--- src/rtl/batch_host_pkg.sv ---
// Shared types and constants for the batch stream host.
package batch_host_pkg;

  typedef enum logic [2:0] {IDLE, SEND, RECV, DONE} host_state_t;

  localparam int unsigned SKID_DEPTH = 2;
  localparam int unsigned CW         = 12;

endpackage

--- src/rtl/stream_skid_buf.sv ---
// Two-entry fall-through FIFO between the source RAM read port and the src stream.
// count reports stored entries so the producer can budget outstanding reads.
module stream_skid_buf
  import batch_host_pkg::*;
#(
  parameter int unsigned DW = 32
) (
  input  logic          clk,
  input  logic          rst_n,
  input  logic          in_valid,
  input  logic [DW-1:0] in_data,
  output logic          out_valid,
  input  logic          out_ready,
  output logic [DW-1:0] out_data,
  output logic [1:0]    count
);

  logic [DW-1:0] mem_q [SKID_DEPTH];
  logic          head_q;
  logic [1:0]    cnt_q;
  logic          push, pop, tail;

  always_comb begin
    pop       = (cnt_q != 2'd0) && out_ready;
    // An arriving word bypasses storage when the buffer is empty and the sink takes it.
    push      = in_valid && !((cnt_q == 2'd0) && out_ready);
    tail      = head_q ^ cnt_q[0];
    out_valid = (cnt_q != 2'd0) || in_valid;
    out_data  = (cnt_q != 2'd0) ? mem_q[head_q] : (in_valid ? in_data : '0);
    count     = cnt_q;
  end

  always_ff @(posedge clk or negedge rst_n) begin
    if (!rst_n) begin
      mem_q[0] <= '0;
      mem_q[1] <= '0;
      head_q   <= 1'b0;
      cnt_q    <= 2'd0;
    end else begin
      if (push) mem_q[tail] <= in_data;
      if (pop)  head_q <= ~head_q;
      unique case ({push, pop})
        2'b10:   cnt_q <= cnt_q + 2'd1;
        2'b01:   cnt_q <= cnt_q - 2'd1;
        default: cnt_q <= cnt_q;
      endcase
    end
  end

endmodule

--- src/rtl/batch_stream_host.sv ---
// Host driver: streams each sample from the source RAM to the accelerator, then
// stores its result words into the result RAM, for ns+1 samples per batch.
module batch_stream_host
  import batch_host_pkg::*;
#(
  parameter int unsigned DW  = 32,
  parameter int unsigned AW  = 16,
  parameter int unsigned NSW = 8
) (
  input  logic           clk,
  input  logic           rst_n,
  input  logic           start,
  input  logic [CW-1:0]  ss,
  input  logic [CW-1:0]  ds,
  input  logic [NSW-1:0] ns,
  input  logic           out_stall,
  output logic           busy,
  output logic           done,
  output logic           proto_err,
  output logic           rd_en,
  output logic [AW-1:0]  rd_a,
  input  logic [DW-1:0]  rd_d,
  output logic           src_valid,
  output logic           src_last,
  output logic [DW-1:0]  src_data,
  input  logic           src_ready,
  input  logic           dst_valid,
  input  logic [DW-1:0]  dst_data,
  output logic           dst_ready,
  output logic           wr_en,
  output logic [AW-1:0]  wr_a,
  output logic [DW-1:0]  wr_d
);

  host_state_t    state_q, state_d;
  logic [CW-1:0]  ss_q, ds_q, rd_cnt_q, tx_cnt_q, rx_cnt_q;
  logic [NSW-1:0] ns_q, sample_q;
  logic [AW-1:0]  rd_a_q, wr_a_q;
  logic           rd_done_q, rd_pend_q, proto_err_q;
  logic           fifo_valid, fifo_ready, src_fire, dst_fire, start_ok, sample_end;
  logic [DW-1:0]  fifo_data;
  logic [1:0]     fifo_cnt;
  logic [2:0]     credit_used;

  stream_skid_buf #(
    .DW(DW)
  ) u_skid (
    .clk      (clk),
    .rst_n    (rst_n),
    .in_valid (rd_pend_q),
    .in_data  (rd_d),
    .out_valid(fifo_valid),
    .out_ready(fifo_ready),
    .out_data (fifo_data),
    .count    (fifo_cnt)
  );

  always_comb begin
    start_ok    = (state_q == IDLE) && start;
    // Reads still in flight count against buffer space so a stall can never overflow it.
    credit_used = {1'b0, fifo_cnt} + {2'b00, rd_pend_q};
    rd_en       = (state_q == SEND) && !rd_done_q && (credit_used < 3'(SKID_DEPTH));
    rd_a        = rd_a_q;
    src_valid   = (state_q == SEND) && fifo_valid;
    src_data    = src_valid ? fifo_data : '0;
    src_last    = src_valid && (tx_cnt_q == ss_q);
    fifo_ready  = (state_q == SEND) && src_ready;
    src_fire    = src_valid && src_ready;
    dst_ready   = (state_q == RECV) && !out_stall;
    dst_fire    = dst_valid && dst_ready;
    sample_end  = dst_fire && (rx_cnt_q == ds_q);
    wr_en       = dst_fire;
    wr_a        = wr_a_q;
    wr_d        = dst_fire ? dst_data : '0;
    busy        = (state_q != IDLE);
    done        = (state_q == DONE);
    proto_err   = proto_err_q;

    state_d = state_q;
    unique case (state_q)
      IDLE:    if (start) state_d = SEND;
      SEND:    if (src_fire && src_last) state_d = RECV;
      RECV:    if (sample_end) state_d = (sample_q == ns_q) ? DONE : SEND;
      DONE:    state_d = IDLE;
      default: state_d = IDLE;
    endcase
  end

  always_ff @(posedge clk or negedge rst_n) begin
    if (!rst_n) begin
      state_q     <= IDLE;
      ss_q        <= '0;
      ds_q        <= '0;
      ns_q        <= '0;
      sample_q    <= '0;
      rd_cnt_q    <= '0;
      tx_cnt_q    <= '0;
      rx_cnt_q    <= '0;
      rd_a_q      <= '0;
      wr_a_q      <= '0;
      rd_done_q   <= 1'b0;
      rd_pend_q   <= 1'b0;
      proto_err_q <= 1'b0;
    end else begin
      state_q   <= state_d;
      rd_pend_q <= rd_en;
      if (start_ok) begin
        ss_q        <= ss;
        ds_q        <= ds;
        ns_q        <= ns;
        sample_q    <= '0;
        rd_cnt_q    <= '0;
        tx_cnt_q    <= '0;
        rx_cnt_q    <= '0;
        rd_a_q      <= '0;
        wr_a_q      <= '0;
        rd_done_q   <= 1'b0;
        proto_err_q <= 1'b0;
      end
      if (rd_en) begin
        rd_a_q <= rd_a_q + AW'(1);
        if (rd_cnt_q == ss_q) rd_done_q <= 1'b1;
        else                  rd_cnt_q  <= rd_cnt_q + CW'(1);
      end
      if (src_fire) tx_cnt_q <= src_last ? '0 : tx_cnt_q + CW'(1);
      if (dst_fire) begin
        wr_a_q <= wr_a_q + AW'(1);
        if (sample_end) begin
          rx_cnt_q  <= '0;
          sample_q  <= sample_q + NSW'(1);
          rd_cnt_q  <= '0;
          rd_done_q <= 1'b0;
        end else begin
          rx_cnt_q <= rx_cnt_q + CW'(1);
        end
      end
      // Results arriving outside the receive phase are dropped but remembered.
      if (dst_valid && (state_q != RECV)) proto_err_q <= 1'b1;
    end
  end

endmodule

--- config.mk ---
export PLATFORM = sky130hd
export DESIGN_NAME = batch_stream_host
export DESIGN_NICKNAME = d
export VERILOG_FILES = /design/src/rtl/batch_host_pkg.sv /design/src/rtl/stream_skid_buf.sv /design/src/rtl/batch_stream_host.sv
export SDC_FILE = /design/constraint.sdc
export NUM_CORES = 1
export LEC_CHECK = 0
export BUFFER_PORTS_ARGS = -buffer_cell sky130_fd_sc_hd__buf_2
export CAP_MARGIN = 20
export CORE_MARGIN = 1
export CORE_UTILIZATION = 30
export DETAILED_ROUTE_END_ITERATION = 10
export PLACE_DENSITY = 0.58
export SLEW_MARGIN = 20
export SYNTH_ARGS = -nofsm -noshare
export SYNTH_HDL_FRONTEND = slang
export SYNTH_SLANG_ARGS = --single-unit
--- constraint.sdc ---
create_clock -name clk -period 2.4 [get_ports clk]
set_input_delay 0.36 -clock clk [delete_from_list [all_inputs] [get_ports clk]]
set_output_delay 0.36 -clock clk [all_outputs]
set_load 0.03 [all_outputs]
==> reports/results.tsv <==
metric	value	unit
status	complete, no violations	
Routed WL	23910	µm
vias per inst	4.920	
die height	178.6	µm
post-synthesis async set-or-reset flop share	100.0	%
CP cell instances	a2111o_4 > clkinv_4 > buf_2	
setup tns final	0	ns
syn nets	1086	
switching share of power	41.14	%
Global Route met2 Usage	26.79	%
headroom to the max-slew limit	49.06	%
Layout area overhead	24.56	%
slowest stage cell, crit path	a2111o_4	
dominant cells by area after synthesis	dfrtp_1 48%, mux2_2 7.6%, nand2_1 6.5%, mux2i_1 4.5%, xor2_1 3.5%	
total grt overflow	0	
synthesized instance count	977	
sequential fraction of the synthesis area	48.15	%
r2r endpoint	sample_q[7]	
via count	7848	
Worst Clk Skew	0.01376	ns
DIE AREA	0.03189	mm²
Final Setup Violations	0	
worst hold path type	in2reg	
maximum number of pins on one net before global-route repair	66	
CP max FO	17	
max incr delay on CP	0.64	ns
Residual DRC	0	
fin util	37.99	%
clk slew on worst S/H paths	0.08	ns
r2r startpoint	rx_cnt_q[1]	
row count	64	
hold depth	3	
post-placement setup slack	0.2616	ns
final-report max-slew violation count	0	
worst-skew pair later-pin latency	0.42	ns
sequential cell fraction of total power	34.9	%
Nets	1296	
Pwr Density	1237	mW/mm²
met3 usage	3.197	%
net switching power	5930	µW
RSZ-0062 raised after global routing	no	
clock buffer count from CTS	17	
initial antenna violation count	2	
max cap viols	0	
PnR worst setup slack	0.08511	ns
Ports	206	
Filler Cells Inserted	3144	
Root Buffer Master	clkbuf_16	
Routed wire per std cell	14.99	µm
htree depth	4	
P_int	8485	µW
Post-synth EDFFs	0	
most numerous cell in the Yosys netlist	dfrtp_1	
syn_area_per_cell	9.575	µm²
Die Span X	178.6	µm
kind of critical path	reg2out	
peak supply drop	0.0005161	V
Antenna Nets Post-Route	0	
static leakage	0.005652	µW
Post-synth top cells	180 x dfrtp_1, 163 x nand2_1, 86 x nor2_1, 63 x mux2_2, 47 x o21ai_0	
Hold Path Sink	ds_q[10]	
DRT iter0 DRCs	343	
Worst EP required	2.04	ns
GPL Wtd Cong	0.8118	
Clock power frac	19.5	%
flop2flop setup slack	0.21	ns
Hold Path Origin	ds[10]	
DP Wirelength	16980	µm
Period minus WS final	2.315	ns
WP data arrival	1.95	ns
Yosys top cell by area	dfrtp_1	
Final Hold Fails	0	
Starting Density	30.50	%
maximum clock rate	432.0	MHz
top-area cell type share of the netlist area	48.15	%
vias in the first global route	7611	
layout cells sized above 1	29.63	%
core area	0.03067	mm²
global-route usage over all layers	15.45	%
Reg2Reg Depth	6	
CTS sink cnt	180	
crit share post-route	96.45	%
Max clock buf depth	2	
grt peak-use layer	met2	
crit path launch type	flop	
Post-Syn Area	0.009355	mm²
global-route wire length before repair	38660	µm
post-synthesis register bit count	180	
Pre-Repair DR Iteration Count	5	
I/O Buffers	205	
combinational power share	45.6	%
crit end category	primary output	
worst slew pin tran	0.7605	ns
Yosys warnings	0	
GRT met1 Usage	19.37	%
TritonCTS clock tree	built	
ys flop type	dfrtp_1	
Netlist cell types	50	
-- timing repair --
action / in CTS / in global routing
hold buffers: 1 / 0
pin swaps: 0 / 2
cloned: 0 / 0
hold endpoints to repair: 42 / 0
setup endpoints to repair: 1 / 56
setup buffers: 0 / 7
resized for setup: 1 / 4
-- worst max-delay path: cells and delay by family, from the launching register on --
| family | cells | cell delay, ns |
|---|---|---|
| AOI/OAI and AO/OA | 1 | 0.64 |
| buffers and inverters | 2 | 0.40 |
| DFF | 1 | 0.50 |
-- area by class of cell --
class | count | area (µm²) | area share, %
multi-input cells | 728 | 4588 | 39.38
diodes | 1 | 2.502 | 0.02148
well taps | 396 | 495.5 | 4.252
inverters | 14 | 57.56 | 0.4939
clock buffers | 18 | 429.2 | 3.683
flip-flops and latches | 180 | 4509 | 38.70
repair buffers | 246 | 1421 | 12.20
clock inverters | 12 | 148.9 | 1.278
-- metal layers --
metal	vias to the layer above	routed length (µm)
li1	3847	-
met4	0	299
met3	23	1155
met2	236	11760
met5	-	0
met1	3742	10700
-- cell families (layout without fill, tap and decap cells) --
kind of cell / after synthesis / count (layout) / share of synthesized area (%)
AO/OA/AOI/OAI: 147 / 147 / 9.924
XOR/XNOR: 55 / 55 / 5.149
adder cells (fa/ha/maj): 7 / 7 / 0.9362
buffers and inverters: 69 / 290 / 3.022
flip-flops: 180 / 180 / 48.15
multiplexers: 106 / 106 / 12.20
other: 0 / 1 / 0
AND/OR/NAND/NOR: 413 / 413 / 20.62
-- cells in the final DEF (no fill, tap or decap), types with 2 or more instances in the layout --
cell type and count:
a32o_1 2, nand3_1 38, nor4_1 8, mux2_2 63, nand4_1 24, buf_4 33, and3_1 12, a21oi_1 15
xor2_1 37, nor3_2 2, mux2i_1 42, or4_1 6, nor3_1 9, dfrtp_1 178, clkbuf_16 17, bufinv_16 2
nand2_1 163, buf_12 6, buf_6 2, and4_1 2, inv_1 12, nand2b_1 5, inv_8 2, o21ai_0 47
ha_1 7, or2_2 5, nand3b_1 3, buf_2 204, and2_1 36, clkinv_4 5, inv_6 3, or3_1 10
xnor2_1 18, o31ai_1 15, nor2_1 84, o311ai_0 5, a31oi_1 41, o211ai_1 12
-- how the worst max path moves through the flow --
stage                     cells past startpoint  slack [ns]           end             from
final                                         3        0.09         rd_en  u_skid.count[0]
after global routing                          5       0.003      wr_d[19]       state_q[0]
after CTS                                     6       0.008  src_data[27]    u_skid.head_q
after detailed placement                      6        0.26   sample_q[7]      rx_cnt_q[1]
after global placement                        6        0.25   rd_cnt_q[1]      rx_cnt_q[1]
after floorplan                               6        0.02      src_last       state_q[1]
-- registers in the layout, indices dropped and copies added (netlist names) --
name and cells:
u_skid.head_q 1, rd_a 16, rd_pend_q 1, sample_q 8
state_q 2, u_skid.count 2, rd_cnt_q 12, ds_q 12
rd_done_q 1, tx_cnt_q 12, u_skid.mem_q 64, proto_err 1
rx_cnt_q 12, ss_q 12, wr_a 16, ns_q 8
-- power by group through the flow --
| stage | combinational, µW | clock, µW | sequential [µW] |
|---|---|---|---|
| after floorplan | 4820 | 0 | 4920 |
| after global placement | 6450 | 0 | 5060 |
| after detailed placement | 6550 | 0 | 5130 |
| after CTS | 6570 | 2900 | 5060 |
| after global routing | 7310 | 3030 | 5200 |
| final | 6570 | 2810 | 5030 |
-- metrics by stage --
step / instances / hold WS, ns / power [µW] / cell area (µm²)
finish: 1595 / 0.1209 / 14420 / 11650
global route: 1594 / 0.1073 / 15540 / 11650
global placement: 1556 / 0.3317 / 11520 / 11000
floorplan: 977 / 0.06441 / 9741 / 9355
detailed placement: 1556 / 0.3379 / 11670 / 11000
CTS: 1587 / 0.09804 / 14540 / 11590
Note: power is estimated with default switching activity, not from simulation.
